$ cat src/rtl/i2s_tx_stereo24_if.sv
// Handshake and serial-output bundle for the 24-bit stereo I2S transmitter.
// The DUT connects through the slave modport; the upstream source and the bench use master.
interface i2s_tx_stereo24_if;
  logic               strobe;
  logic               in_valid;
  logic signed [23:0] in_left;
  logic signed [23:0] in_right;
  logic               in_ready;
  logic               lrclk;
  logic               data;
  logic               underrun;
  logic        [7:0]  underrun_count;

  modport master (
    output strobe, in_valid, in_left, in_right,
    input  in_ready, lrclk, data, underrun, underrun_count
  );

  modport slave (
    input  strobe, in_valid, in_left, in_right,
    output in_ready, lrclk, data, underrun, underrun_count
  );
endinterface

$ cat src/rtl/i2s_tx_stereo24.sv
// 24-bit stereo I2S transmitter: 64 BCLK frames, MSB first, lrclk leading each channel by one BCLK.
// Define I2S_TX_UNDERRUN_MUTE_EN to clear the hold registers on underrun (default: repeat last sample).
module i2s_tx_stereo24 (
  input  logic               clk,
  input  logic               resetn,
  i2s_tx_stereo24_if.slave   bus
);

  localparam int DATA_W = 24;

  logic        [5:0]        c_q, c_d;
  logic signed [DATA_W-1:0] hold_l_q, hold_l_d;
  logic signed [DATA_W-1:0] hold_r_q, hold_r_d;
  logic                     lrclk_q, lrclk_d;
  logic                     data_q, data_d;
  logic                     und_q, und_d;
  logic        [7:0]        ucnt_q, ucnt_d;
  logic                     req, xfer, miss;

  // Word select is high for the last left bit slot through the penultimate right slot.
  function automatic logic lr_sel(input logic [5:0] c);
    return (c >= 6'd31) && (c <= 6'd62);
  endfunction

  function automatic logic serial_bit(input logic [5:0] c,
                                      input logic signed [DATA_W-1:0] l,
                                      input logic signed [DATA_W-1:0] r);
    logic [4:0]        pos;
    logic [DATA_W-1:0] w;
    pos = c[4:0];
    w   = c[5] ? r : l;
    w   = w << pos;
    return (pos < 5'd24) ? w[DATA_W-1] : 1'b0;
  endfunction

  assign req  = bus.strobe && (c_q == 6'd62);
  assign xfer = req && bus.in_valid;
  assign miss = req && !bus.in_valid;

  always_comb begin
    c_d      = c_q;
    hold_l_d = hold_l_q;
    hold_r_d = hold_r_q;
    lrclk_d  = lrclk_q;
    data_d   = data_q;
    und_d    = miss;
    ucnt_d   = ucnt_q;
    if (bus.strobe) begin
      c_d     = c_q + 6'd1;
      lrclk_d = lr_sel(c_d);
      // Hold only changes at c'=63, where the data slot is padding, so the old hold is safe here.
      data_d  = serial_bit(c_d, hold_l_q, hold_r_q);
    end
    if (xfer) begin
      hold_l_d = bus.in_left;
      hold_r_d = bus.in_right;
    end else if (miss) begin
      if (ucnt_q != 8'hFF) ucnt_d = ucnt_q + 8'd1;
`ifdef I2S_TX_UNDERRUN_MUTE_EN
      hold_l_d = '0;
      hold_r_d = '0;
`else
      hold_l_d = hold_l_q;
      hold_r_d = hold_r_q;
`endif
    end
  end

  always_ff @(posedge clk or negedge resetn) begin
    if (!resetn) begin
      c_q      <= '0;
      hold_l_q <= '0;
      hold_r_q <= '0;
      lrclk_q  <= 1'b0;
      data_q   <= 1'b0;
      und_q    <= 1'b0;
      ucnt_q   <= '0;
    end else begin
      c_q      <= c_d;
      hold_l_q <= hold_l_d;
      hold_r_q <= hold_r_d;
      lrclk_q  <= lrclk_d;
      data_q   <= data_d;
      und_q    <= und_d;
      ucnt_q   <= ucnt_d;
    end
  end

  assign bus.in_ready       = req;
  assign bus.lrclk          = lrclk_q;
  assign bus.data           = data_q;
  assign bus.underrun       = und_q;
  assign bus.underrun_count = ucnt_q;

endmodule

$ cat src/flat_wrapper.sv
// flat-port wrapper written by rule: the top's interface ports become plain ports
module i2s_tx_stereo24_flat 
  (clk, resetn, bus_strobe, bus_in_valid, bus_in_left, bus_in_right, bus_in_ready, bus_lrclk, bus_data, bus_underrun, bus_underrun_count);
  i2s_tx_stereo24_if bus_i ();
  input  logic clk;
  input  logic resetn;
  input wire logic [$bits(bus_i.strobe)-1:0] bus_strobe;
  input wire logic [$bits(bus_i.in_valid)-1:0] bus_in_valid;
  input wire logic [$bits(bus_i.in_left)-1:0] bus_in_left;
  input wire logic [$bits(bus_i.in_right)-1:0] bus_in_right;
  output wire logic [$bits(bus_i.in_ready)-1:0] bus_in_ready;
  output wire logic [$bits(bus_i.lrclk)-1:0] bus_lrclk;
  output wire logic [$bits(bus_i.data)-1:0] bus_data;
  output wire logic [$bits(bus_i.underrun)-1:0] bus_underrun;
  output wire logic [$bits(bus_i.underrun_count)-1:0] bus_underrun_count;
  assign bus_i.strobe = bus_strobe;
  assign bus_i.in_valid = bus_in_valid;
  assign bus_i.in_left = bus_in_left;
  assign bus_i.in_right = bus_in_right;
  assign bus_in_ready = bus_i.in_ready;
  assign bus_lrclk = bus_i.lrclk;
  assign bus_data = bus_i.data;
  assign bus_underrun = bus_i.underrun;
  assign bus_underrun_count = bus_i.underrun_count;
  i2s_tx_stereo24 u_core (.clk(clk), .resetn(resetn), .bus(bus_i));
endmodule
$ cat config.mk
export PLATFORM = sky130hd
export DESIGN_NAME = i2s_tx_stereo24_flat
export DESIGN_NICKNAME = d
export VERILOG_FILES = /design/src/rtl/i2s_tx_stereo24_if.sv /design/src/rtl/i2s_tx_stereo24.sv /design/src/flat_wrapper.sv
export SDC_FILE = /design/constraint.sdc
export NUM_CORES = 1
export LEC_CHECK = 0
export ABC_AREA = 1
export ABC_CLOCK_PERIOD_IN_PS = 2500
export CAP_MARGIN = 30
export CORE_UTILIZATION = 30
export CTS_CLUSTER_DIAMETER = 50
export CTS_CLUSTER_SIZE = 30
export DETAILED_ROUTE_END_ITERATION = 7
export DONT_BUFFER_PORTS = 1
export HOLD_SLACK_MARGIN = 0.03
export SLEW_MARGIN = 20
export SYNTH_ARGS = -nofsm -noshare
export SYNTH_HDL_FRONTEND = slang
export SYNTH_SLANG_ARGS = --single-unit
export TNS_END_PERCENT = 5
$ cat constraint.sdc
create_clock -name clk -period 2.5 [get_ports clk]
set_clock_uncertainty 0.15 [all_clocks]
set_input_delay 0.5 -clock clk [delete_from_list [all_inputs] [get_ports clk]]
set_output_delay 0.5 -clock clk [all_outputs]
set_load 0.01 [all_outputs]
[Yosys cells after proc, flatten, opt, wreduce, memory -nomap -nowiden]
Index checks and enable logic that the tools add are counted.
Cells by class
  $add $sub $neg: 2
  $lt $le $gt $ge: 3
  equal/unequal tests: 2
  shift-type cells: 1
  muxes and demuxes: 2
  bitwise gates (word level): 1
  reductions and logical operators: 6
Operator list (count)
  $mux 24: 1
  $shl 24x5->24: 1
  $add 8x1->8 const B: 1
  $ne 8x8->1 const B: 1
  $add 6x1->6 const B: 1
  $eq 6x6->1 const B: 1
  $ge 6x5->1 const B: 1
  $le 6x6->1 const B: 1
  $lt 5x5->1 const B: 1
  $logic_and 1x1->1: 4
  $reduce_and 3->1: 1
  $logic_not 1->1: 1
  $mux 1: 1
  $not 1->1: 1
Storage, ports and cells
  register bits: 65
  output and inout port bits: 12
  word-level logic and storage cells: 24

[Depth between registers and ports, before layout]
  word-level depth: 5
  depth in mapped cells: 16

[Worst setup path before layout]
Ideal clock, no wire load.
  kind: register to register
  start point: register u_core.c_q[0]
  end point: register u_core.hold_l_q[18]
  arrival: 1818 ps
  slack: 407 ps
  cell stages (with the launch flop): 11
  cell sequence: dfrtp_1 > buf_2 > inv_1 > ha_1 > nand2_1 > nor3_1 > nand2_1 > inv_1 > nand2_2 > buf_2 > mux2_2
Between the ends
  word-level cells in the longest chain between the ends: 3
Ends and longest elaborated chain
  start, declared: line i2s_tx_stereo24.sv:11  | logic [5:0] c_q, c_d;
  start signal, assigned: line i2s_tx_stereo24.sv:71  | c_q <= '0;
  start signal, assigned: line i2s_tx_stereo24.sv:79  | c_q <= c_d;
  $eq 6x6->1: line i2s_tx_stereo24.sv:36  | assign req = bus.strobe && (c_q == 6'd62);
  $logic_and 1x1->1: line i2s_tx_stereo24.sv:36
  net bus_in_ready: line flat_wrapper.sv:11  | output wire logic [$bits(bus_i.in_ready)-1:0] bus_in_ready;
  $logic_and 1x1->1: line i2s_tx_stereo24.sv:37  | assign xfer = req && bus.in_valid;
  end signal, assigned: line i2s_tx_stereo24.sv:80  | hold_l_q <= hold_l_d;
  end, declared: line i2s_tx_stereo24.sv:12  | logic signed [DATA_W-1:0] hold_l_q, hold_l_d;
The timed path passes the listed nets, and every way through them passes these cells.
A chain may end at the register's enable or synchronous reset.

[Final worst setup path]
  start point: register u_core.c_q[0]
  end point: output bus_in_ready
Between the ends
  word-level cells in the longest chain between the ends: 2
Ends and longest elaborated chain (line)
  $eq 6x6->1: i2s_tx_stereo24.sv:36
  $logic_and 1x1->1: i2s_tx_stereo24.sv:36
  end, declared: flat_wrapper.sv:11
No other way between the ends.

==> impl_results.md <==
* PnR worst setup slack at 305 ps
* Worst hold path class: primary input to flop
* FP Rows at 37
* Post-synth top area share at roughly half
* Die width at ~110 microns
* Crit path DAT at around 1600 ps
* Flops & latches, synth at 65
* Worst-path fanout max at 3
* CP Capture Type: output pin
* Total track usage at between 10 and 15%
* Crit share post-route at about 88%
* Multi-input logic area at 1310 sq um
* Cell taking the most area after synthesis: dfrtp_1
* Overall power at 3.98 mW
* Most area-consuming cells after synthesis: dfrtp_1, a21oi_1, nand2_1
* Starting DRT DRC Count at roughly 160
* Total Routed Length at approximately 7000 microns
* Clock insertion delay at the later pin of the skew report at 340 ps
* Drt drc at 0
* Mapped Cells at between 300 and 400
* Largest net degree at the start of global routing at 74
* Finished Layout Cells at 514
* Die outline area at 11,100 sq um
* Minimum clock period at 2200 ps
* Final Hold Viols at 0
* Worst Max-Slew Pin Slew at 405 ps
* CTS tree: built
* Max cap viols at 0
* Setup Viol. Count Final at 0
* Number of port buffers at 0
* Commonest cells after routing, fill and taps aside: dfrtp_1, nand2_1, a21oi_1, inv_1, nand3_1
* Max VDD drop at 435 uV
* Total CTS buffers at 9
* Routed vias/inst at 4.63
* DP Worst Slack at 379 ps
* First-pass GRT wire length at 11,900 microns
* FILL cells at 1,067
* Remaining global-route overflow at 0
* Total vias in the final route at 2,381
* Max-slew headroom at 72.8%
* Antenna Violating Nets Remaining at 0
* Commonest non-fill, non-tap cell in the layout: dfrtp_1
* Mapped Area at 3200 sq um
* Synth warnings at 0
* Avg WL per Cell at 13.8 microns
* Max Clock Freq at 0.455 GHz
* N_diodes at 0
* Kind of critical path: flop to output pin
* Syn Area/Cell at 8.63 sq um
* Pre-antenna DRT Iters at 4
* Vias in the first global route at 2,449
* Core area at 10,300 sq um
* Leakage at 1.82 nW
* Max Buffers Root-to-Sink at 2
* Sequential share of the synthesized area at 50.8%
* Pwr Density at approximately 1100 nW/um^2
* Area occupied by registers at around 1600 sq um
* Share of layout cells above drive strength 1 at 13.2%
* Root Buffer: clkbuf_8
* Clock transition at path regs at 80 ps
* GPL Wtd Cong at 0.852
* Unrepaired setup endpoints after global routing: no
* Placed cell count at around 500
* Area growth, synth to finish at 11.6%
* Initial Util at 31.0%
* Nets@finish at 430
* Startpoint Class: flop
* CTS HTree Levels at 3
* Sinks on Clock Net at 65
* Initial antenna violation count at 0
* Die height at 105 microns
* Yosys cell types at 27
* I/O pins at 64
* Status: completed
* WP data required at 1850 ps
* Syn Nets at 428
* Post-route setup TNS at 0 ps
* HPWL after DPL at 5130 microns
* Slew Limit Fails at 0
## worst max-delay path, cell delays in order, from the launching register on
cell     delay, ps
dfrtp_1        400
inv_1          110
ha_1           160
nand2_1         50
nor3_1         130
nand2_1        120
inv_1          100
buf_4          130
## report_power, final
group          internal [mW]  switching [mW]
logic                  0.541           0.963
registers               1.39           0.173
clock network          0.470           0.439
total                   2.40            1.58
## timing repair
action | in CTS | in global routing
gates resized for setup | 0 | 0
setup buffers | 0 | 0
hold buffers | 2 | 0
hold endpoints to repair | 65 | 0
## metal layers
layer  up-vias  wire [microns]  GRT usage, %  part of all wire [%]
met5         -               0             0                     0
met4         0              57          4.83                  0.81
met3         7             341          4.33                   4.8
met2        55            3340          22.3                    47
met1      1128            3340          17.4                    47
li1       1191               -             -                     -
## synth_stat cells, drive strengths merged
cell type,number
mux2,16
nand4,1
nor2,42
inv,48
o41ai,1
o211ai,1
clkbuf,5
ha,5
buf,11
a21oi,50
xor2,6
nor3,1
nand3,42
dfrtp,65
o21ai,9
xnor2,4
nand2,63
a31oi,1
## final cells by class
class / count / share of cell area [%]
sequential: 65 / 45.5
multi-input combinational: 242 / 36.6
inverter: 48 / 5.04
tap: 136 / 4.76
clock buffer: 9 / 3.47
timing repair buffer: 7 / 2.45
clock inverter: 7 / 2.17
## sequential cells by signal, indices dropped and copies added, names as in the netlist
name and count:
u_core.bus.underrun 1, u_core.bus.lrclk 1, u_core.bus.underrun_count 8, u_core.bus.data 1, u_core.hold_l_q 24, u_core.hold_r_q 24
u_core.c_q 6
## metrics by stage
step                      hold WS [ps]  util, %  area (sq um)
after global placement            55.9     32.3          3330
after global routing              58.0     34.6          3570
final                             81.0     34.6          3570
after CTS                         51.3     34.6          3570
after detailed placement          55.9     32.3          3330
after floorplan                   54.4        -          3200
## logic make-up after synthesis
kind of cell | share of synthesized area [%]
buffers and inverters | 8.37
muxes | 5.63
AOI/OAI and AO/OA | 9.93
xor gates and xnor gates | 2.74
DFF | 50.8
and+or+nand+nor | 20.6
adders and majority gates | 1.95
## final timing paths
kind                                                start                                        to  slack (ps)  cells after the start
max                             u_core.c_q[0]$_DFFE_PN0P_                              bus_in_ready         300                      7
min in group asynchronous                          resetn  u_core.bus.underrun_count[0]$_DFFE_PN0P_         540                      2
max reg2reg                     u_core.c_q[1]$_DFFE_PN0P_            u_core.hold_l_q[8]$_DFFE_PN0P_         340                      8
min                                          bus_in_valid             u_core.bus.underrun$_DFF_PN0_          80                      1
min reg2reg                u_core.hold_r_q[3]$_DFFE_PN0P_            u_core.hold_r_q[3]$_DFFE_PN0P_         360                      1
max in group asynchronous                          resetn           u_core.hold_r_q[10]$_DFFE_PN0P_        1380                      2
(Power assumes the default switching activity.)
